`src/rtl/ioctl_upload_pkg.sv`:
```
`default_nettype none
// ============================================================================
// Module   : ioctl_upload_pkg
// Purpose  : Shared width constant and fetch-FSM state encoding.
// Revision : 1.0 - initial release
// ============================================================================
package ioctl_upload_pkg;

    localparam int ADDR_W = 25;

    typedef enum logic [1:0] {
        ST_IDLE  = 2'd0,
        ST_FETCH = 2'd1,
        ST_WAIT  = 2'd2
    } fetch_state_e;

endpackage : ioctl_upload_pkg
`default_nettype wire

```
`src/rtl/ioctl_upload_if.sv`:
```
`default_nettype none
// ============================================================================
// Module   : ioctl_upload_if
// Purpose  : Byte-read memory port between the uploader and system memory.
// Revision : 1.0 - initial release
// ============================================================================
interface ioctl_upload_if
    import ioctl_upload_pkg::*;
();
    logic [ADDR_W-1:0] mem_addr;
    logic              mem_rd;
    logic              mem_ack;
    logic [7:0]        mem_data;

    modport master (output mem_addr, output mem_rd, input mem_ack, input mem_data);
    modport slave  (input mem_addr, input mem_rd, output mem_ack, output mem_data);
endinterface : ioctl_upload_if
`default_nettype wire

```
`src/rtl/ioctl_upload_spi_tx_shifter.sv`:
```
`default_nettype none
// ============================================================================
// Module   : spi_tx_shifter
// Purpose  : Mode-0 MSB-first SPI transmitter with sck/ss synchronisers and
//            a load-request/accept handshake towards the byte fetcher.
// Revision : 1.0 - initial release
// ============================================================================
module spi_tx_shifter #(
    parameter int SYNC_STAGES = 2
) (
    input  wire logic       clk,
    input  wire logic       nRESET,
    input  wire logic       enable,
    input  wire logic       sck,
    input  wire logic       ss,
    input  wire logic       load_valid,
    input  wire logic [7:0] load_data,
    output logic            load_req,
    output logic            byte_sent,
    output logic            sdo
);

    logic [SYNC_STAGES-1:0] r_sck_sync;
    logic [SYNC_STAGES-1:0] r_ss_sync;
    logic                   r_sck_d;
    logic                   r_ss_d;
    logic [2:0]             r_bitcnt;
    logic [7:0]             r_shreg;
    logic [7:0]             r_cur;
    logic                   r_cur_real;
    logic                   r_byte_end;
    logic                   r_resend;

    logic w_sck, w_ss;
    logic w_sck_rise, w_sck_fall, w_ss_rise, w_ss_fall;
    logic w_load;

    always_ff @(posedge clk or negedge nRESET) begin
        if (!nRESET) begin
            r_sck_sync <= '1;
            r_ss_sync  <= '1;
            r_sck_d    <= 1'b1;
            r_ss_d     <= 1'b1;
        end else begin
            r_sck_sync[0] <= sck;
            r_ss_sync[0]  <= ss;
            for (int i = 1; i < SYNC_STAGES; i++) begin
                r_sck_sync[i] <= r_sck_sync[i-1];
                r_ss_sync[i]  <= r_ss_sync[i-1];
            end
            r_sck_d <= w_sck;
            r_ss_d  <= w_ss;
        end
    end

    assign w_sck      = r_sck_sync[SYNC_STAGES-1];
    assign w_ss       = r_ss_sync[SYNC_STAGES-1];
    assign w_sck_rise = w_sck & ~r_sck_d & ~w_ss;
    assign w_sck_fall = ~w_sck & r_sck_d & ~w_ss;
    assign w_ss_rise  = w_ss & ~r_ss_d;
    assign w_ss_fall  = ~w_ss & r_ss_d;

    // An ss fall after a mid-byte abort replays cur instead of pulling a new byte
    assign w_load    = enable & ((w_ss_fall & ~r_resend) | (w_sck_fall & r_byte_end));
    assign load_req  = w_load;
    assign byte_sent = enable & w_sck_rise & (r_bitcnt == 3'd7) & r_cur_real;
    assign sdo       = (~w_ss & enable) ? r_shreg[7] : 1'b1;

    always_ff @(posedge clk or negedge nRESET) begin
        if (!nRESET) begin
            r_bitcnt   <= 3'd0;
            r_shreg    <= 8'hFF;
            r_cur      <= 8'hFF;
            r_cur_real <= 1'b0;
            r_byte_end <= 1'b0;
            r_resend   <= 1'b0;
        end else if (!enable) begin
            r_bitcnt   <= 3'd0;
            r_shreg    <= 8'hFF;
            r_cur      <= 8'hFF;
            r_cur_real <= 1'b0;
            r_byte_end <= 1'b0;
            r_resend   <= 1'b0;
        end else if (w_ss_rise) begin
            if (r_bitcnt != 3'd0) begin
                r_bitcnt <= 3'd0;
                r_shreg  <= r_cur;
                r_resend <= 1'b1;
            end
        end else if (w_load) begin
            r_shreg    <= load_valid ? load_data : 8'hFF;
            r_cur      <= load_valid ? load_data : 8'hFF;
            r_cur_real <= load_valid;
            r_byte_end <= 1'b0;
            r_resend   <= 1'b0;
        end else if (w_ss_fall) begin
            r_resend <= 1'b0;
        end else if (w_sck_rise) begin
            r_bitcnt <= r_bitcnt + 3'd1;
            if (r_bitcnt == 3'd7) begin
                r_byte_end <= 1'b1;
            end
        end else if (w_sck_fall) begin
            r_shreg <= {r_shreg[6:0], 1'b1};
        end
    end

endmodule : spi_tx_shifter
`default_nettype wire

```
`src/rtl/ioctl_upload.sv`:
```
`default_nettype none
// ============================================================================
// Module   : ioctl_upload
// Purpose  : Streams a memory region to an SPI host, one byte buffered ahead.
// Revision : 1.0 - initial release
// ============================================================================
module ioctl_upload
    import ioctl_upload_pkg::*;
#(
    parameter int SYNC_STAGES = 2
) (
    input  wire logic              clk,
    input  wire logic              nRESET,
    input  wire logic              start,
    input  wire logic [ADDR_W-1:0] base,
    input  wire logic [ADDR_W-1:0] size,
    output logic                   busy,
    output logic                   done,
    output logic                   underrun,
    ioctl_upload_if.master         mem,
    input  wire logic              sck,
    input  wire logic              ss,
    output logic                   sdo
);

    fetch_state_e      r_state, w_next;
    logic [ADDR_W-1:0] r_fetch_addr;
    logic [ADDR_W-1:0] r_fetch_left;
    logic [ADDR_W-1:0] r_send_left;
    logic [7:0]        r_hold;
    logic              r_hold_valid;
    logic              r_busy;
    logic              r_done;
    logic              r_underrun;

    logic w_accept, w_empty_start, w_ack, w_load_req, w_byte_sent, w_last;

    assign w_accept      = start & ~r_busy & (r_state == ST_IDLE) & (size != '0);
    assign w_empty_start = start & ~r_busy & (r_state == ST_IDLE) & (size == '0);
    assign w_ack         = mem.mem_ack & (r_state == ST_FETCH);
    assign w_last        = w_byte_sent & (r_send_left == ADDR_W'(1));

    always_ff @(posedge clk or negedge nRESET) begin
        if (!nRESET) r_state <= ST_IDLE;
        else         r_state <= w_next;
    end

    always_comb begin
        w_next = r_state;
        case (r_state)
            ST_IDLE:  if (w_accept) w_next = ST_FETCH;
            ST_FETCH: if (w_ack)    w_next = ST_WAIT;
            ST_WAIT:  if (!r_hold_valid) w_next = (r_fetch_left != '0) ? ST_FETCH : ST_IDLE;
            default:  w_next = ST_IDLE;
        endcase
    end

    always_ff @(posedge clk or negedge nRESET) begin
        if (!nRESET) begin
            r_fetch_addr <= '0;
            r_fetch_left <= '0;
            r_send_left  <= '0;
            r_hold       <= 8'h00;
            r_hold_valid <= 1'b0;
            r_busy       <= 1'b0;
            r_done       <= 1'b0;
            r_underrun   <= 1'b0;
        end else begin
            r_done <= w_empty_start | w_last;
            if (w_accept) begin
                r_fetch_addr <= base;
                r_fetch_left <= size;
                r_send_left  <= size;
                r_busy       <= 1'b1;
            end else begin
                if (w_ack) begin
                    r_fetch_addr <= r_fetch_addr + ADDR_W'(1);
                    r_fetch_left <= r_fetch_left - ADDR_W'(1);
                end
                if (w_byte_sent) r_send_left <= r_send_left - ADDR_W'(1);
                if (w_last)      r_busy      <= 1'b0;
            end
            // A fresh fetch and a drained load never coincide: FETCH implies hold is empty
            if (w_ack) begin
                r_hold       <= mem.mem_data;
                r_hold_valid <= 1'b1;
            end else if (w_load_req) begin
                r_hold_valid <= 1'b0;
            end
            if (w_load_req && !r_hold_valid) r_underrun <= 1'b1;
        end
    end

    assign mem.mem_rd   = (r_state == ST_FETCH);
    assign mem.mem_addr = r_fetch_addr;
    assign busy         = r_busy;
    assign done         = r_done;
    assign underrun     = r_underrun;

    spi_tx_shifter #(
        .SYNC_STAGES (SYNC_STAGES)
    ) u_shifter (
        .clk        (clk),
        .nRESET     (nRESET),
        .enable     (r_busy),
        .sck        (sck),
        .ss         (ss),
        .load_valid (r_hold_valid),
        .load_data  (r_hold),
        .load_req   (w_load_req),
        .byte_sent  (w_byte_sent),
        .sdo        (sdo)
    );

endmodule : ioctl_upload
`default_nettype wire

```
`src/flat_wrapper.sv`:
```
// flat-port wrapper written by rule: the top's interface ports become plain ports
module ioctl_upload_flat import ioctl_upload_pkg::*;
#(
    parameter int SYNC_STAGES = 2
)
  (clk, nRESET, start, base, size, busy, done, underrun, sck, ss, sdo, mem_mem_addr, mem_mem_rd, mem_mem_ack, mem_mem_data);
  ioctl_upload_if mem_i ();
  input  wire logic clk;
  input  wire logic nRESET;
  input  wire logic start;
  input  wire logic [ADDR_W-1:0] base;
  input  wire logic [ADDR_W-1:0] size;
  output logic busy;
  output logic done;
  output logic underrun;
  input  wire logic sck;
  input  wire logic ss;
  output logic sdo;
  output wire logic [$bits(mem_i.mem_addr)-1:0] mem_mem_addr;
  output wire logic [$bits(mem_i.mem_rd)-1:0] mem_mem_rd;
  input wire logic [$bits(mem_i.mem_ack)-1:0] mem_mem_ack;
  input wire logic [$bits(mem_i.mem_data)-1:0] mem_mem_data;
  assign mem_mem_addr = mem_i.mem_addr;
  assign mem_mem_rd = mem_i.mem_rd;
  assign mem_i.mem_ack = mem_mem_ack;
  assign mem_i.mem_data = mem_mem_data;
  ioctl_upload #(.SYNC_STAGES(SYNC_STAGES)) u_core (.clk(clk), .nRESET(nRESET), .start(start), .base(base), .size(size), .busy(busy), .done(done), .underrun(underrun), .mem(mem_i), .sck(sck), .ss(ss), .sdo(sdo));
endmodule
```
`config.mk`:
```
export PLATFORM = sky130hd
export DESIGN_NAME = ioctl_upload_flat
export DESIGN_NICKNAME = d
export VERILOG_FILES = /design/src/rtl/ioctl_upload_pkg.sv /design/src/rtl/ioctl_upload_if.sv /design/src/rtl/ioctl_upload_spi_tx_shifter.sv /design/src/rtl/ioctl_upload.sv /design/src/flat_wrapper.sv
export SDC_FILE = /design/constraint.sdc
export NUM_CORES = 1
export LEC_CHECK = 0
export ABC_AREA = 1
export CORE_MARGIN = 5
export CORE_UTILIZATION = 60
export CTS_CLUSTER_SIZE = 20
export DETAILED_ROUTE_END_ITERATION = 16
export GPL_TIMING_DRIVEN = 0
export MAX_ROUTING_LAYER = met4
export PLACE_DENSITY = 0.95
export SYNTH_ARGS = -nofsm -noshare
export SYNTH_HDL_FRONTEND = slang
export SYNTH_SLANG_ARGS = --single-unit
```
`constraint.sdc`:
```
create_clock -name clk -period 3.1 [get_ports clk]
set_clock_uncertainty 0.05 [all_clocks]
set_input_delay 0.775 -clock clk [delete_from_list [all_inputs] [get_ports clk]]
set_output_delay 0.775 -clock clk [all_outputs]
set_load 0.02 [all_outputs]
```
* Word-level counts from Yosys, hierarchy flattened *
Index checks and enable logic that the tools add are counted.

storage, ports and cells
  flip-flop bits (word level) = 117
  word-level logic and storage cells = 134
  input bits = 64

cells by class
  add/sub/neg operators = 4
  muxes and demuxes = 47
  equality and inequality tests = 20
  reduce and logical (&&, ||, !) cells = 17
  bitwise gates (word level) = 27

operators with widths
  operator                                               count
  2-to-1 mux 25 bit                                      6
  2-to-1 mux 8 bit                                       11
  nonzero test 25 bit                                    2
  subtractor 25 x 1 -> 25 bit, second input constant     2
  adder 25 x 1 -> 25 bit, second input constant          1
  == test 25 x 1 -> 1 bit, second input constant         1
  zero test 25 bit                                       1
  inequality test 3 bit, second input constant           7
  2-to-1 mux 1 bit                                       20
  AND 1 bit                                              19
  2-to-1 mux 3 bit                                       6
  inequality test 4 bit, second input constant           4
  AND reduction 4 bit                                    3
  nonzero test 2 bit                                     4
  2-to-1 mux 2 bit                                       3
  inequality test 2 bit, second input constant           3
  NOT 1 bit                                              6
  case mux 2 bit (3 select lines)                        1
  inequality test 2 x 1 -> 1 bit, second input constant  2
  AND reduction 2 bit                                    2
  adder 3 x 1 -> 3 bit, second input constant            1
  == test 3 bit, second input constant                   1
  AND reduction 3 bit                                    1
  nonzero test 3 bit                                     1
  other kinds (6)                                        7

* Longest topological paths before layout *
Gate-level depths: netlist of the first run.

  word-level depth = 9
  depth in mapped cells = 11
  mapped depth without buffers = 11

* Hierarchy *
Synthesis of the first run repeated with hierarchy kept, for this count alone.

unflattened totals
  cell total of the unflattened synthesis = 1079
  area total of the unflattened synthesis = 7452.1 sq um

modules (own cells, without submodules)
  module          area each (sq um)  seq. area each (sq um)  instances  cells an instance
  ioctl_upload    5944.5             2227.1                  1          885
  spi_tx_shifter  1507.7             728.2                   1          194

* Worst setup path before layout of the first run *
No wires, ideal clock.

  path type = input port to flip-flop
  start point = in size[2]
  end point = reg u_core.r_fetch_addr[16] (netlist: u_core.mem.mem_addr[16])
  stages = 9
  data required time = 2.932 ns
  path slack = 1.172 ns
  arrival = 1.760 ns
  library setup time = 0.118 ns
  cells stage by stage = nor2_1 -> nand2_1 -> nor2_1 -> nand2_1 -> o21ai_2 -> buf_2 -> nand3_1 -> nand3_1 -> nand2_1

between the ends
  longest elaborated chain between the ends = 3

RTL lines
  item                                                            line                source
  start: declaration                                              flat_wrapper.sv:12  input wire logic [ADDR_W-1:0] size;
  nonzero test 25 bit (*)                                         ioctl_upload.sv:38  assign w_accept = start & ~r_busy & (r_state == ST_IDLE) & (size != '0);
  AND 1 bit (*)                                                   ioctl_upload.sv:38
  2-to-1 mux 25 bit / nonzero test 2 bit (equally long branches)  --
  end signal: assignment                                          ioctl_upload.sv:71  r_fetch_addr <= base;
  end signal: assignment                                          ioctl_upload.sv:77  r_fetch_addr <= r_fetch_addr + ADDR_W'(1);
  end: declaration                                                ioctl_upload.sv:27  logic [ADDR_W-1:0] r_fetch_addr;

Mark *: on every way between the ends. The rest lies on a longest branch, timed or not.
A chain may end at the register's enable or synchronous reset.

* Final worst setup path of the first run *
  start point = reg u_core.r_busy (netlist: u_core.busy)
  end point = out sdo

between the ends
  longest elaborated chain between the ends = 2

RTL lines
  item                      line                               source
  start: declaration        ioctl_upload.sv:32                 logic r_busy;
  start signal: assignment  ioctl_upload.sv:65                 r_busy <= 1'b0;
  start signal: assignment  ioctl_upload.sv:74                 r_busy <= 1'b1;
  start signal: assignment  ioctl_upload.sv:81                 if (w_last) r_busy <= 1'b0;
  AND 1 bit                 ioctl_upload_spi_tx_shifter.sv:67  assign sdo = (~w_ss & enable) ? r_shreg[7] : 1'b1;
  2-to-1 mux 1 bit          ioctl_upload_spi_tx_shifter.sv:67
  end: declaration          flat_wrapper.sv:18                 output logic sdo;

No other way between the ends.

==> results of run 1 <==
-- worst max-delay path, delay by kind of cell (launching register included) --
kind          cells  cell delay, ns
buf+inv           3            0.85
flops             1            0.34
simple gates      2            0.25
-- placed cells by master (no fill, tap or decap), types with 8 or more instances in the layout --
master	count
a21oi_1	12
buf_2	18
clkbuf_1	9
clkbuf_16	17
clkdlybuf4s50_1	92
dfrtp_1	95
dfstp_2	22
ha_1	8
inv_1	89
nand2_1	306
nand3_1	176
nand3b_1	11
nand4_1	8
nor2_1	142
nor3_1	8
o211ai_1	19
o21ai_0	18
xnor2_1	15
xor2_1	24
-- power groups by stage --
stage	combinational [uW]	sequential, uW	clock (uW)
floorplan	1240	2390	0
global route	2300	2440	2160
finish	2070	2400	2100
detailed placement	2000	2380	0
global placement	1920	2370	0
CTS	2040	2380	2090
-- area by class of cell --
class	instances	area, um^2
Buffer	30	135
Clock buffer	18	439
Clock inverter	14	184
Fill cell	854	2630
Inverter	92	345
Multi-Input combinational cell	775	3690
Sequential cell	117	2960
Tap cell	143	179
Timing Repair Buffer	94	960
-- kinds of logic (layout without fill, tap and decap cells) --
family	count (synthesis)	after routing
AO/OA/AOI/OAI	68	68
XOR/XNOR	39	39
flip-flops	117	117
AND/OR/NAND/NOR	660	660
adder cells (fa/ha/maj)	8	8
buffers and inverters	122	248
-- worst max path at each step --
stage / start / endpoint / slack [ns] / cells past startpoint
floorplan: size[2] / u_core.mem.mem_addr[16]$_DFFE_PN0P_ / 1.17 / 9
global placement: nRESET / u_core.r_hold[6]$_DFFE_PN0P_ / -3.30 / 1
detailed placement: mem_mem_ack / u_core.r_hold[1]$_DFFE_PN0P_ / 0.31 / 7
CTS: u_core.busy$_DFFE_PN0P_ / sdo / 0.42 / 5
global route: u_core.busy$_DFFE_PN0P_ / sdo / 0.35 / 5
finish: u_core.busy$_DFFE_PN0P_ / sdo / 0.40 / 5
-- through the flow --
| stage | setup WS (ns) | util (%) | cells | total power [uW] | instance area [um^2] |
|---|---|---|---|---|---|
| finish | 0.400 | 77.1 | 1283 | 6570 | 8880 |
| global route | 0.350 | 77.1 | 1283 | 6900 | 8880 |
| detailed placement | 0.306 | 71.7 | 1251 | 4380 | 8260 |
| global placement | -3.30 | 71.5 | 1250 | 4290 | 8230 |
| floorplan | 1.17 | - | 1014 | 3630 | 7120 |
| CTS | 0.423 | 77.1 | 1283 | 6510 | 8880 |
-- routing by layer --
metal | vias to the layer above | routed length (um) | global-route usage, %
met1 | 3533 | 9130 | 43.0
met3 | 93 | 2600 | 8.91
li1 | 3525 | - | -
met2 | 523 | 10400 | 51.8
met5 | - | 0 | -
met4 | 0 | 953 | 15.4
-- state kept, by name, summed over array words and instances (netlist names) --
signal                       cells
u_core.u_shifter.r_sck_d         1
u_core.r_fetch_left             25
u_core.u_shifter.r_sck_sync      2
u_core.r_state                   2
u_core.u_shifter.r_bitcnt        3
u_core.busy                      1
u_core.u_shifter.r_cur_real      1
u_core.r_hold                    8
u_core.r_hold_valid              1
u_core.done                      1
u_core.u_shifter.r_cur           8
u_core.underrun                  1
u_core.mem.mem_addr             25
u_core.u_shifter.r_shreg         8
u_core.r_send_left              25
u_core.u_shifter.r_byte_end      1
u_core.u_shifter.r_ss_sync       2
u_core.u_shifter.r_ss_d          1
u_core.u_shifter.r_resend        1
==> impl_metrics.toml, run 1 <==
[outcome]
run_status = "complete, no violations"

[global_route]
grt_start_max_net_pins = 98
grt_overflow_total = 0
grt_use_total_pct = 34.1
grt_pass1_vias = 7494
antenna_found_initial = 0
grt_pass1_wl_mm = 37.0

[drt]
antenna_left = 0
viasPerCell = 5.98
drt_iter0_drc = 1009
drc_errors = 0
wl_mm = 23.1
dr.pass1.iters = 6
drt-wirelength-per-cell_um = 18.0
vias = 7674

[sta]
rsz0062_at_grt = "no"
whs_ns = 0.132
fin_crit_sh_pct = 87.1
finalHoldViolations = 0
setup_viol = 0
drv_slew = 0
finalCriticalPeriod_ns = 2.70
worst_pin_slew_ns = 0.679
tns_ns = 0
max_freq_ghz = 0.370
maxSlewHeadroom_pct = 54.7

[logic_synthesis]
syn-cell-area_mm2 = 0.00712
avgSynthCellArea_um2 = 7.02
synth_simple_gate_area_share_pct = 39.3
synth_top_family_by_area = "simple AND/OR/NAND/NOR gates"
ys.flop_type = "dfrtp_1"
synth_xor_area_share_pct = 4.80
synth_mux_area_share_pct = 0
synthAdderAreaFrac_pct = 1.41
ys_seq_area_share_pct = 41.5
ys_seq_elements = 117
synthTopCellsByCount = "nand2_1 (306), nand3_1 (176), nor2_1 (142), dfrtp_1 (95), inv_1 (89)"
synth_top_area_share_pct = 33.4
netlist_instances = 1014
synth_nets = 1086
synth_edf_count = 0
synth_cell_type_count = 34
yosysTopAreaCell = "dfrtp_1"
synthTopCellsByArea = "dfrtp_1 (33%), nand2_1 (16%), nand3_1 (12%), dfstp_2 (8.1%), nor2_1 (7.5%)"
yosysMostFrequentCell = "nand2_1"
yosys_warnings = 0
async_flop_share_pct = 100
synth_compound_area_share_pct = 6.22

[placed_design]
hpwl_mm = 16.1
gp_congestion = 0.994
io_buffer_count = 93

[cts]
post_cts_buffers = 0
clkTransAtPathRegs_ns = 0.06
cts_hold_buf = 0
htree_levels = 4
cts_root_buf = "clkbuf_16"
cts_sinks = 117
clkLatencyLatePin_ns = 0.44
cts_tree = "built"
cts_buffers = 17
clock_path_buffers = 2
ctsResizeCount = 0

[floorplan]
row_count = 39
core_mm2 = 0.0115
die_area_mm2 = 0.0141
die_w_um = 119
die_y_um = 119
ioPinCount = 94
start_util_pct = 61.8

[power_and_ir_drop]
p_int_uw = 4150
power_density_mw_per_mm2 = 740
ir_drop_uv = 549
power_frac_seq_pct = 36.5
leakage_uw = 0.00413
p_clk_share_pct = 32.0
switching_power_uw = 2420
combPwrFrac_pct = 31.5
switching_share_pct = 36.9

[final_layout]
antenna_cells = 0
layout.nets = 1199
layout-drive-gt1-share_pct = 7.28
area_delta_synth_final_pct = 24.7

[job]
max-cap-violations = 0

[setup_path]
reg2reg_depth = 9
crit-reg2reg-capture = "u_core.r_send_left[17]$_DFFE_PN0P_"
cp_slowest_cell = "clkdlybuf4s50_1"
arrival_ns = 1.87
cp_cell_sequence = "buf_2, inv_1, nor2_1, nand2_1, clkdlybuf4s50_1"
start_kind = "flip-flop"
worstPathRequired_ns = 2.27
critPathCaptureType = "primary output"
slowest_delay_ns = 0.55
path_class = "reg2out"
crit_fanout = 9
ff2ff_setup_slack_ns = 0.80
r2r_start = "u_core.u_shifter.r_bitcnt[0]$_DFFE_PN0P_"

[hold_path]
hold_class = "in2async"
Power figures use the tool's default switching activity.
==> inputs of run 2 (changes only) <==
CORE_UTILIZATION = 25   (was 60)
CTS_CLUSTER_DIAMETER = 100   (was default)
PLACE_DENSITY = 0.53   (was 0.95)
==> run 2 against run 1 <==
Compared with the run above: worst hold slack improved by 0.15 ns; clock-buffer cell count up 5; largest power group unchanged; critical path depth did not move; first-iteration DRC count fell by 41%; setup slack better by 0.031 ns; die area grew 130%; utilization is 44 points lower.
==> impl_metrics.toml, run 2 (synthesized netlist as in run 1, its figures left out) <==
[sta]
max_freq_ghz = 0.375
layout_setup_ws_ns = 0.432
drv_slew = 0
maxSlewHeadroom_pct = 54.2
setup_viol = 0
rsz0062_at_grt = "no"
finalHoldViolations = 0
tns_ns = 0
fin_crit_sh_pct = 86.1
finalCriticalPeriod_ns = 2.67
worst_pin_slew_ns = 0.687

[final_layout]
layout-drive-gt1-share_pct = 7.28
instances_no_fill = 1518
layout.nets = 1199
area_delta_synth_final_pct = 29.4
n_fill_cell = 3099
layout_commonest_cell = "nand2_1"
antenna_cells = 0
layout_common_cells = "nand2_1 (306), nand3_1 (176), nor2_1 (142)"

[cts]
clkTransAtPathRegs_ns = 0.06
cts_buffers = 17
post_cts_buffers = 0
clkLatencyLatePin_ns = 0.43
clock_path_buffers = 2
cts_root_buf = "clkbuf_16"
htree_levels = 4
cts_tree = "built"
ctsResizeCount = 0
cts_sinks = 117
cts_hold_buf = 0

[job]
max-cap-violations = 0

[power_and_ir_drop]
switching_share_pct = 36.6
ir_drop_uv = 371
p_total_uw = 6570
combPwrFrac_pct = 30.6
power_density_mw_per_mm2 = 713
leakage_uw = 0.00416
p_int_uw = 4170
power_frac_seq_pct = 36.2
switching_power_uw = 2400
p_clk_share_pct = 33.3

[placed_design]
io_buffer_count = 93
dp_slack_ns = 0.0962
gp_congestion = 0.931
hpwl_mm = 18.6
placed_cells = 1486

[setup_path]
worstPathRequired_ns = 2.27
arrival_ns = 1.84
start_kind = "flip-flop"
path_class = "reg2out"
crit_fanout = 9
critPathCaptureType = "primary output"

[global_route]
grt_overflow_total = 0
antenna_found_initial = 0
grt_start_max_net_pins = 62
grt_pass1_wl_mm = 39.1
grt_use_total_pct = 16.4
grt_pass1_vias = 7144

[drt]
antenna_left = 0
vias = 7198
drc_errors = 0
drt-wirelength-per-cell_um = 16.3
wl_mm = 24.7
dr.pass1.iters = 5
drt_iter0_drc = 599
viasPerCell = 4.74

[floorplan]
row_count = 61
core_mm2 = 0.0279
die_y_um = 179
die_w_um = 179
start_util_pct = 25.5
ioPinCount = 94
die_area_mm2 = 0.0320

[outcome]
run_status = "complete, no violations"

[hold_path]
hold_class = "in2async"
==> run 2: cell count changes in the layout (fill, tap and decap cells not counted) <==
cell        previous run  this run
clkinv_2               5         0
bufinv_16              4         1
inv_4                  0         2
inv_6                  0         3
clkinv_4               1         2
clkbuf_16             17        22
clkinvlp_4             4         1
==> run 2: path summary, 6_finish.rpt <==
path	start	end	slack, ns	cells after the start
worst max-delay path	u_core.busy$_DFFE_PN0P_	sdo	0.43	5
worst min-delay path	nRESET	u_core.u_shifter.r_resend$_DFFE_PN0P_	0.29	1
worst max register to register	u_core.busy$_DFFE_PN0P_	u_core.r_fetch_left[10]$_DFFE_PN0P_	0.86	10
worst min register to register	u_core.u_shifter.r_sck_sync[0]$_DFF_PN1_	u_core.u_shifter.r_sck_sync[1]$_DFF_PN1_	0.31	0
max in group asynchronous	nRESET	u_core.mem.mem_addr[10]$_DFFE_PN0P_	2.04	2
min in group clk	u_core.u_shifter.r_sck_sync[0]$_DFF_PN1_	u_core.u_shifter.r_sck_sync[1]$_DFF_PN1_	0.31	0
==> run 2: final cells by class <==
| type | count | area (um^2) | area share [%] |
|---|---|---|---|
| Buffer | 30 | 135 | 1.47 |
| Clock buffer | 23 | 564 | 6.13 |
| Clock inverter | 9 | 93.8 | 1.02 |
| Inverter | 92 | 345 | 3.75 |
| Multi-Input combinational cell | 775 | 3690 | 40.0 |
| Sequential cell | 117 | 2960 | 32.1 |
| Tap cell | 378 | 473 | 5.13 |
| Timing Repair Buffer | 94 | 960 | 10.4 |
==> run 2: power groups by stage <==
stage	clock (uW)	combinational, uW	sequential [uW]
2_1_floorplan	0	1240	2390
3_3_place_gp	0	1990	2390
3_5_place_dp	0	2020	2390
4_1_cts	2230	2030	2370
5_1_grt	2290	2310	2430
6_report	2190	2010	2380
==> run 2: through the flow <==
step                      utilization (%)  cell area [um^2]  hold WS [ns]
after floorplan                         -              7120         0.295
after global placement               30.5              8530         0.298
after detailed placement             30.6              8550         0.299
after CTS                            33.0              9210         0.290
after global routing                 33.0              9210         0.309
final                                33.0              9210         0.285
==> run 2: layer usage <==
layer  part of all wire (%)  track usage [%]
met1                     48             22.5
met2                     43             24.3
met3                    6.5             3.23
met4                    2.1             5.18
met5                      0                -
==> run 2: critical path: stages (launching register included) <==
cell             delay (ns)
dfrtp_1                0.38
buf_2                  0.23
inv_1                  0.10
nor2_1                 0.11
nand2_1                0.06
clkdlybuf4s50_1        0.54
==> inputs of run 3 (changes only) <==
DONT_BUFFER_PORTS = 1   (was default)
PLACE_DENSITY = 0.49   (was 0.53)
RECOVER_POWER = 25   (was default)
REMOVE_ABC_BUFFERS = 1   (was default)
==> run 3 against run 2 <==
Compared with the run above: power shrank 6.2%; design area shrank 11%; die area is the same; via count shrank 9.1%; maximum frequency shrank 5.6%; largest power group unchanged.
==> impl_metrics.toml, run 3 (synthesized netlist as in run 1, its figures left out) <==
[cts]
cts_sinks = 117
htree_levels = 4
cts_buffers = 17
clkLatencyLatePin_ns = 0.42
cts_tree = "built"
clock_path_buffers = 2
cts_root_buf = "clkbuf_16"
clkTransAtPathRegs_ns = 0.06
ctsResizeCount = 0

[drt]
drt_iter0_drc = 396
antenna_left = 0
drt-wirelength-per-cell_um = 15.7
wl_mm = 22.1
drc_errors = 0
vias = 6541
dr.pass1.iters = 5
viasPerCell = 4.66

[placed_design]
gp_congestion = 0.844
hpwl_mm = 15.8
io_buffer_count = 0
place_area_mm2 = 0.00760

[sta]
maxSlewHeadroom_pct = 3.72
tns_ns = 0
fin_crit_sh_pct = 91.2
worst_pin_slew_ns = 1.44
finalHoldViolations = 0
finalCriticalPeriod_ns = 2.83
rsz0062_at_grt = "no"
max_freq_ghz = 0.354
drv_slew = 0
whs_ns = 0.173
setup_viol = 0

[global_route]
grt_pass1_vias = 6367
grt.met3_usage_pct = 3.86
grt_use_total_pct = 14.5
grt_start_max_net_pins = 96
busiest_layer = "met2"
antenna_found_initial = 2
grt_overflow_total = 0
grt_use_met2_pct = 22.7
grt_pass1_wl_mm = 35.2
grtUsageMet1_pct = 18.1

[setup_path]
crit_fanout = 22
path_class = "reg2reg"
worstPathRequired_ns = 3.33
arrival_ns = 3.05
crit_family = "simple AND/OR/NAND/NOR gates"
ff2ff_setup_slack_ns = 0.27
critPathCaptureType = "flip-flop"
start_kind = "flip-flop"
cp_cell_sequence = "ha_1, ha_1, inv_1, nor2_1, nand3_1, buf_16, clkinv_1, nand3_1, o31ai_1"
cp_slowest_cell = "nand3_1"
slowest_delay_ns = 0.49
crit-reg2reg-capture = "u_core.done$_DFF_PN0_"
crit_buf_inv = 3
reg2reg_depth = 9
r2r_start = "u_core.u_shifter.r_bitcnt[0]$_DFFE_PN0P_"

[final_layout]
area_delta_synth_final_pct = 15.6
layout.nets = 1082
layout_commonest_cell = "nand2_1"
layout_common_cells = "nand2_1 (306), nand3_1 (176), nor2_1 (142)"
stdcell_area_mm2 = 0.00823
layout-drive-gt1-share_pct = 6.74

[floorplan]
start_util_pct = 25.5
die_area_mm2 = 0.0320
ioPinCount = 94
core_mm2 = 0.0279
row_count = 61
die_w_um = 179
die_y_um = 179

[power_and_ir_drop]
leakage_uw = 0.00374
ir_drop_uv = 426
power_density_mw_per_mm2 = 749

[outcome]
run_status = "complete, no violations"

[job]
max-cap-violations = 0

[hold_path]
hold_class = "in2async"
-- run 3: changes by cell type in the layout (fill, tap and decap cells not counted), sizes merged --
cell	before	now
diode	0	2
bufinv	1	3
clkbuf	32	20
buf	23	6
clkdlybuf4s50	92	0
inv	95	93
clkinvlp	1	3
clkinv	4	6
-- run 3: how the worst max path moves through the flow --
stage	startpoint	end	slack (ns)	cells after the start
after floorplan	size[2]	u_core.mem.mem_addr[16]$_DFFE_PN0P_	-0.54	8
after global placement	size[2]	u_core.mem.mem_addr[20]$_DFFE_PN0P_	-2.80	8
after detailed placement	size[2]	u_core.mem.mem_addr[17]$_DFFE_PN0P_	0.08	11
after CTS	u_core.u_shifter.r_bitcnt[0]$_DFFE_PN0P_	u_core.done$_DFF_PN0_	0.20	9
after global routing	u_core.u_shifter.r_bitcnt[0]$_DFFE_PN0P_	u_core.done$_DFF_PN0_	0.03	9
final	u_core.u_shifter.r_bitcnt[0]$_DFFE_PN0P_	u_core.done$_DFF_PN0_	0.27	9
-- run 3: where the power goes --
group          leakage [uW]  switching [uW]  internal (uW)
Combinational       0.00210            1020            567
Sequential          0.00135             496           2000
Clock              0.000291             786           1300
Total               0.00374            2300           3870
-- run 3: worst reg2reg max path, stage by stage (launching register included) --
cell and delay [ns]:
dfrtp_1 0.39, ha_1 0.20, ha_1 0.18, inv_1 0.05, nor2_1 0.05, nand3_1 0.49
buf_16 0.24, clkinv_1 0.48, nand3_1 0.43, o31ai_1 0.12
-- run 3: what timing repair did --
action / in CTS / in global routing
endpoints found under the hold margin: 95 / 0
buffers inserted: 0 / 0
hold buffers: 1 / 0
-- run 3: final cells by class --
cell class | count | area [um^2]
Fill cell | 3095 | 19700
Sequential cell | 117 | 2960
Clock inverter | 13 | 174
Clock buffer | 19 | 443
Timing Repair Buffer | 7 | 135
Multi-Input combinational cell | 775 | 3700
Tap cell | 378 | 473
Antenna cell | 2 | 5.00
Inverter | 92 | 345
-- run 3: per-layer routing --
layer / up-vias / share of wire [%]
li1: 3295 / -
met5: - / 0
met4: 0 / 2.7
met2: 135 / 46
met3: 30 / 5.1
met1: 3081 / 46
-- run 3: through the flow --
stage          instances  util, %  power [uW]  worst slack (ns)
6_report            1403     29.5        6170             0.272
5_1_grt             1403     29.5        6620            0.0260
4_1_cts             1401     29.5        6270             0.196
3_5_place_dp        1368     27.2        4100            0.0772
3_3_place_gp        1362     26.7        4040             -2.80
2_1_floorplan        984        -        3600            -0.541
